<file path="src/rtl/fifo_pkg.sv">
// Shared async-FIFO helpers: Gray/binary conversion and depth derivation,
// used by both the read-side and write-side pointer handlers.
package fifo_pkg;

  localparam int MAX_PTR_W = 16;

  // Narrower pointers are zero-extended, which leaves the conversion unchanged.
  function automatic logic [MAX_PTR_W-1:0] bin2gray(input logic [MAX_PTR_W-1:0] b);
    return b ^ (b >> 1);
  endfunction

  function automatic logic [MAX_PTR_W-1:0] gray2bin(input logic [MAX_PTR_W-1:0] g);
    logic [MAX_PTR_W-1:0] b;
    b[MAX_PTR_W-1] = g[MAX_PTR_W-1];
    for (int i = MAX_PTR_W - 2; i >= 0; i--) begin
      b[i] = b[i+1] ^ g[i];
    end
    return b;
  endfunction

  function automatic int depth_of(input int ptr_w);
    return 32'sd1 << ptr_w;
  endfunction

endpackage

</file>
<file path="src/rtl/fifo_rd_port_chk.sv">
// Runtime invariants of the FIFO read port.
module fifo_rd_port_chk #(
  parameter int PTR_WIDTH = 3,
  parameter int DEPTH     = 8
) (
  input logic               clk_i,
  input logic               rst_ni,
  input logic [PTR_WIDTH:0] g_wptr_s_i,
  input logic [PTR_WIDTH:0] rcount_i,
  input logic               issue_i,
  input logic               empty_i
);

  localparam int PW1 = PTR_WIDTH + 1;

  logic [PTR_WIDTH:0] g_prev_q;

  // Track the previous synchronized pointer and check invariants each edge.
  always_ff @(posedge clk_i or negedge rst_ni) begin
    if (!rst_ni) begin
      g_prev_q <= {PW1{1'b0}};
    end else begin
      g_prev_q <= g_wptr_s_i;
      assert ($countones(g_wptr_s_i ^ g_prev_q) <= 1);
      assert (rcount_i <= PW1'(DEPTH));
      assert (!(issue_i && empty_i));
    end
  end

endmodule

</file>
<file path="src/rtl/ptr_sync.sv">
// N-stage flop synchronizer for a Gray pointer crossing clock domains.
module ptr_sync #(
  parameter int WIDTH  = 4,
  parameter int STAGES = 2
) (
  input  logic             clk_i,
  input  logic             rst_ni,
  input  logic [WIDTH-1:0] d_i,
  output logic [WIDTH-1:0] q_o
);

  logic [WIDTH-1:0] sync_q [STAGES];

  // Shift chain: stage 0 samples the foreign-domain pointer.
  always_ff @(posedge clk_i or negedge rst_ni) begin
    if (!rst_ni) begin
      for (int i = 0; i < STAGES; i++) begin
        sync_q[i] <= {WIDTH{1'b0}};
      end
    end else begin
      sync_q[0] <= d_i;
      for (int i = 1; i < STAGES; i++) begin
        sync_q[i] <= sync_q[i-1];
      end
    end
  end

  assign q_o = sync_q[STAGES-1];

endmodule

</file>
<file path="src/rtl/fifo_rd_port.sv">
// Read-domain side of the async FIFO: write-pointer sync, read pointer,
// RAM read issue and a two-entry first-word-fall-through output stage.
module fifo_rd_port
  import fifo_pkg::*;
#(
  parameter int DATA_WIDTH  = 8,
  parameter int PTR_WIDTH   = 3,
  parameter int SYNC_STAGES = 2,
  parameter int AE_THRESH   = 2
) (
  input  logic                  i_Rclk,
  input  logic                  i_Rrst_n,
  input  logic [PTR_WIDTH:0]    i_g_wptr,
  output logic [PTR_WIDTH:0]    o_g_rptr,
  output logic                  o_ren,
  output logic [PTR_WIDTH-1:0]  o_raddr,
  input  logic [DATA_WIDTH-1:0] i_rdata,
  output logic [DATA_WIDTH-1:0] o_data,
  output logic                  o_valid,
  input  logic                  i_ready,
  output logic                  o_empty,
  output logic                  o_almost_empty,
  output logic [PTR_WIDTH:0]    o_rcount
);

  localparam int PW1   = PTR_WIDTH + 1;
  localparam int DEPTH = depth_of(PTR_WIDTH);

  logic [PTR_WIDTH:0]    g_wptr_s, b_wptr_s, rcount_s, b_rptr_inc_s;
  logic [PTR_WIDTH:0]    b_rptr_q, b_rptr_d, g_rptr_q, g_rptr_d;
  logic                  inflight_q, inflight_d, valid_q, valid_d;
  logic                  skid_valid_q, skid_valid_d;
  logic [DATA_WIDTH-1:0] data_q, data_d, skid_q, skid_d;
  logic [1:0]            occ_s;
  logic                  empty_s, pop_s, issue_s;

  ptr_sync #(
    .WIDTH  (PW1),
    .STAGES (SYNC_STAGES)
  ) u_wptr_sync (
    .clk_i  (i_Rclk),
    .rst_ni (i_Rrst_n),
    .d_i    (i_g_wptr),
    .q_o    (g_wptr_s)
  );

  // Occupancy and issue decision; a pop frees a slot in the same cycle.
  always_comb begin
    b_wptr_s     = PW1'(gray2bin(MAX_PTR_W'(g_wptr_s)));
    b_rptr_inc_s = b_rptr_q + PW1'(1);
    rcount_s     = b_wptr_s - b_rptr_q;
    empty_s      = (g_wptr_s == g_rptr_q);
    pop_s        = valid_q & i_ready;
    occ_s        = {1'b0, valid_q} + {1'b0, skid_valid_q} + {1'b0, inflight_q};
    issue_s      = ~empty_s & ((occ_s - {1'b0, pop_s}) < 2'd2);
  end

  // Pointer advance and output-stage steering; the output register always holds the oldest word.
  always_comb begin
    b_rptr_d     = b_rptr_q;
    g_rptr_d     = g_rptr_q;
    inflight_d   = issue_s;
    valid_d      = valid_q;
    skid_valid_d = skid_valid_q;
    data_d       = data_q;
    skid_d       = skid_q;
    if (issue_s) begin
      b_rptr_d = b_rptr_inc_s;
      g_rptr_d = PW1'(bin2gray(MAX_PTR_W'(b_rptr_inc_s)));
    end else begin
      b_rptr_d = b_rptr_q;
      g_rptr_d = g_rptr_q;
    end
    if (inflight_q) begin
      if ((!valid_q || pop_s) && !skid_valid_q) begin
        data_d  = i_rdata;
        valid_d = 1'b1;
      end else if (pop_s) begin
        data_d       = skid_q;
        skid_d       = i_rdata;
        skid_valid_d = 1'b1;
      end else begin
        skid_d       = i_rdata;
        skid_valid_d = 1'b1;
      end
    end else if (pop_s) begin
      if (skid_valid_q) begin
        data_d       = skid_q;
        skid_valid_d = 1'b0;
      end else begin
        valid_d = 1'b0;
      end
    end else begin
      valid_d = valid_q;
    end
  end

  // State registers.
  always_ff @(posedge i_Rclk or negedge i_Rrst_n) begin
    if (!i_Rrst_n) begin
      b_rptr_q     <= {PW1{1'b0}};
      g_rptr_q     <= {PW1{1'b0}};
      inflight_q   <= 1'b0;
      valid_q      <= 1'b0;
      skid_valid_q <= 1'b0;
      data_q       <= {DATA_WIDTH{1'b0}};
      skid_q       <= {DATA_WIDTH{1'b0}};
    end else begin
      b_rptr_q     <= b_rptr_d;
      g_rptr_q     <= g_rptr_d;
      inflight_q   <= inflight_d;
      valid_q      <= valid_d;
      skid_valid_q <= skid_valid_d;
      data_q       <= data_d;
      skid_q       <= skid_d;
    end
  end

  assign o_g_rptr       = g_rptr_q;
  assign o_ren          = issue_s;
  assign o_raddr        = b_rptr_q[PTR_WIDTH-1:0];
  assign o_data         = data_q;
  assign o_valid        = valid_q;
  assign o_empty        = empty_s;
  assign o_almost_empty = (rcount_s <= PW1'(AE_THRESH));
  assign o_rcount       = rcount_s;

  fifo_rd_port_chk #(
    .PTR_WIDTH (PTR_WIDTH),
    .DEPTH     (DEPTH)
  ) u_chk (
    .clk_i      (i_Rclk),
    .rst_ni     (i_Rrst_n),
    .g_wptr_s_i (g_wptr_s),
    .rcount_i   (rcount_s),
    .issue_i    (issue_s),
    .empty_i    (empty_s)
  );

endmodule

</file>
<file path="config.mk">
export PLATFORM = sky130hd
export DESIGN_NAME = fifo_rd_port
export DESIGN_NICKNAME = d
export VERILOG_FILES = /design/src/rtl/fifo_pkg.sv /design/src/rtl/fifo_rd_port_chk.sv /design/src/rtl/ptr_sync.sv /design/src/rtl/fifo_rd_port.sv
export SDC_FILE = /design/constraint.sdc
export NUM_CORES = 1
export LEC_CHECK = 0
export CORE_UTILIZATION = 45
export CTS_BUF_LIST = sky130_fd_sc_hd__clkbuf_8
export CTS_CLUSTER_DIAMETER = 50
export DETAILED_ROUTE_END_ITERATION = 10
export MAX_ROUTING_LAYER = met4
export PLACE_DENSITY = 0.76
export SYNTH_ARGS = -nofsm -noshare
export SYNTH_HDL_FRONTEND = slang
export SYNTH_HIERARCHICAL = 1
export SYNTH_SLANG_ARGS = --single-unit
export TNS_END_PERCENT = 100
</file>
<file path="constraint.sdc">
create_clock -name i_Rclk -period 3.88 [get_ports i_Rclk]
set_input_delay 1.164 -clock i_Rclk [delete_from_list [all_inputs] [get_ports i_Rclk]]
set_output_delay 1.164 -clock i_Rclk [all_outputs]
set_load 0.02 [all_outputs]
</file>
==> metrics.yaml <==
cp-end-kind: "output port"
routed_wl_mm: 2.953
final_cell_count_no_fill: 226
via_count: 1090
cap_violations: 0
drc: 0
fin_skew_ns: 0.008153
layout_commonest_cell: "dfrtp_1"
grt_max_degree: 35
setup_viol: 0
dp.cells: 216
path_cells: "xor2_2 > xnor2_2 > xor2_1 > ha_1 > fa_1 > inv_1 > clkdlybuf4s50_1"
finalCritPeriodShare_pct: 97.08
fp.coreArea_um2: 3390
power_leakage_uw: 0.0009684
peakVddDrop_v: 0.0004218
critical_path_arrival_ns: 2.60
syn-cell-area_um2: 1629
synthCells: 133
nets: 202
drt_iter0_markers: 35
portBuffers: 37
cts_buffer_depth: 2
grt_pass1_vias: 1134
cp_data_required_time_ns: 2.72
synth_fp_nets: 156
grt_first_pass_wirelength_mm: 4.933
cts_tree: "done"
final_layout_size_suffix_gt1_share_pct: 21.67
power-per-cell-area_nw_per_um2: 1059
final_cell_mix: "34 x dfrtp_1, 32 x clkdlybuf4s50_1, 12 x mux2_2"
drtPass1Iterations: 4
stdcell_area_um2: 2208
startpoint_type: "flip-flop"
tightest_slew_ns: 0.4794
fin_crit_ns: 3.767
fin_util_pct: 65.15
dpl-instance-area_um2: 2059
post_drt_wl_per_cell_um: 13.07
grt_busiest_layer: "met2"
ys_seq_area_share_pct: 52.23
holdCritPathClass: "reg2reg"
die_area_um2: 3864
yosysUniqueCellTypes: 26
hpwl_mm: 2.205
grtUsageMet2_pct: 28.85
slew_headroom_pct: 68.04
core.rowCount: 21
path_buf_inv: 2
fillers: 256
start_util_pct: 48.06
die_y_um: 62.17
diodes: 0
numCtsBuffers: 5
status: "finished clean"
clkTransAtPathRegs_ns: 0.07
grt_usage_pct: 16.96
avgSynthCellArea_um2: 12.25
critPathMaxStageDelay_ns: 0.60
avgViaCountPerCell: 4.823
ctsHoldBuffers: 0
drv_slew: 0
antenna_found_initial: 0
hold_violations: 0
grt_overflow: 0
gr-usage-met1_pct: 19.61
use_met3_pct: 5.515
synth-seq-cells: 34
fin_tns_setup_ns: 0
dieWidth_um: 62.17
root_buffer: "clkbuf_8"
clk-insertion-delay-late_ns: 0.29
worst-setup-path-type: "reg2out"
gp_congestion: 0.8090
htree_levels: 2
ys.warnings.count: 6
io_pins: 38
ant_nets: 0
cts.sinks: 34
crit_family: "buffers and inverters"
syn_to_final_growth_pct: 35.56
cp_slowest_cell: "clkdlybuf4s50_1"
crit_fanout: 3
fmax_mhz: 265.5
where the power goes:
part	internal [uW]	total (uW)	switching [uW]	leakage, uW
Clock	191	322	131	0.0000504
Sequential	510	633	123	0.000390
Combinational	699	1380	686	0.000528
registers in the layout, indices dropped and copies added, names as in the netlist:
| name | flops |
|---|---|
| o_g_rptr | 3 |
| skid_valid_q | 1 |
| u_wptr_sync/sync_q | 4 |
| o_data | 8 |
| u_wptr_sync/q_o | 4 |
| b_rptr_q | 4 |
| o_valid | 1 |
| inflight_q | 1 |
| skid_q | 8 |
layer usage:
metal	wire, um	part of all wire (%)
met5	0	0
met1	1281	43
met2	1546	52
met3	106	3.6
met4	19	0.64
through the flow:
stage          setup slack (ns)  hold slack (ns)  power (uW)
3_3_place_gp            -0.5573           0.3343        1952
5_1_grt               -0.008648           0.3618        2483
2_1_floorplan            0.2383           0.3312        1483
3_5_place_dp            -0.6732           0.3363        2014
4_1_cts                 -0.2062           0.3521        2341
6_report                 0.1133           0.3504        2339
repair_timing:
item,in CTS,in global routing
resized for setup,10,5
pin swaps,2,3
setup endpoints to repair,4,4
buffers inserted,0,2
hold endpoints to repair,0,0
final timing paths:
kind / start / endpoint / slack (ns) / cells past startpoint
max: u_wptr_sync/q_o[3] / o_rcount[1] / 0.11 / 7
min: u_wptr_sync/sync_q[7] / u_wptr_sync/q_o[3] / 0.35 / 0
max reg2reg: o_valid / b_rptr_q[3] / 1.66 / 9
min reg2reg: u_wptr_sync/sync_q[7] / u_wptr_sync/q_o[3] / 0.35 / 0
max in group asynchronous: i_Rrst_n / u_wptr_sync/q_o[2] / 2.31 / 2
min in group asynchronous: i_Rrst_n / skid_q[5] / 1.27 / 2
cells by family (layout without fill, tap and decap cells):
family          count (synthesis)  in the layout  synth area share, %
flops                          34             34                52.23
simple gates                   25             25                8.833
mux                            20             20                13.21
xor+xnor                       17             17                9.140
compound gates                 15             15                5.760
buf+inv                        14             61                4.224
fa+ha+maj                       8              8                6.605
cells in the mapped netlist:
| master | instances | area share, % |
|---|---|---|
| nand2b_1 | 1 | 0.38 |
| xor2_1 | 9 | 4.8 |
| mux2i_1 | 8 | 4.9 |
| and2_1 | 1 | 0.38 |
| inv_1 | 9 | 2.1 |
| nand3_1 | 1 | 0.31 |
| xnor2_1 | 8 | 4.3 |
| fa_1 | 1 | 1.2 |
| a21o_2 | 1 | 0.54 |
| a221oi_1 | 1 | 0.54 |
| ha_1 | 7 | 5.4 |
| nor4_4 | 1 | 1.3 |
| buf_4 | 4 | 1.8 |
| nor4_1 | 1 | 0.38 |
| mux2_2 | 12 | 8.3 |
| nand2_1 | 7 | 1.6 |
| buf_2 | 1 | 0.31 |
| dfrtp_1 | 34 | 52 |
| nor2_4 | 2 | 1.4 |
| nor2_1 | 8 | 1.8 |
| a21oi_1 | 9 | 2.8 |
| a211oi_2 | 1 | 0.77 |
| o21ai_0 | 2 | 0.61 |
| nor3b_1 | 1 | 0.46 |
| nor2b_1 | 2 | 0.77 |
| o21ai_2 | 1 | 0.54 |
final cells by class:
cell class	instances	area (um2)	area share, %
Sequential cell	34	850.8	38.53
Multi-Input combinational cell	85	735.7	33.31
Timing Repair Buffer	44	416.7	18.87
Clock buffer	5	68.82	3.116
Tap cell	46	57.56	2.606
Clock inverter	3	45.04	2.040
Inverter	9	33.78	1.530
Note: power is estimated with default switching activity, not from simulation.
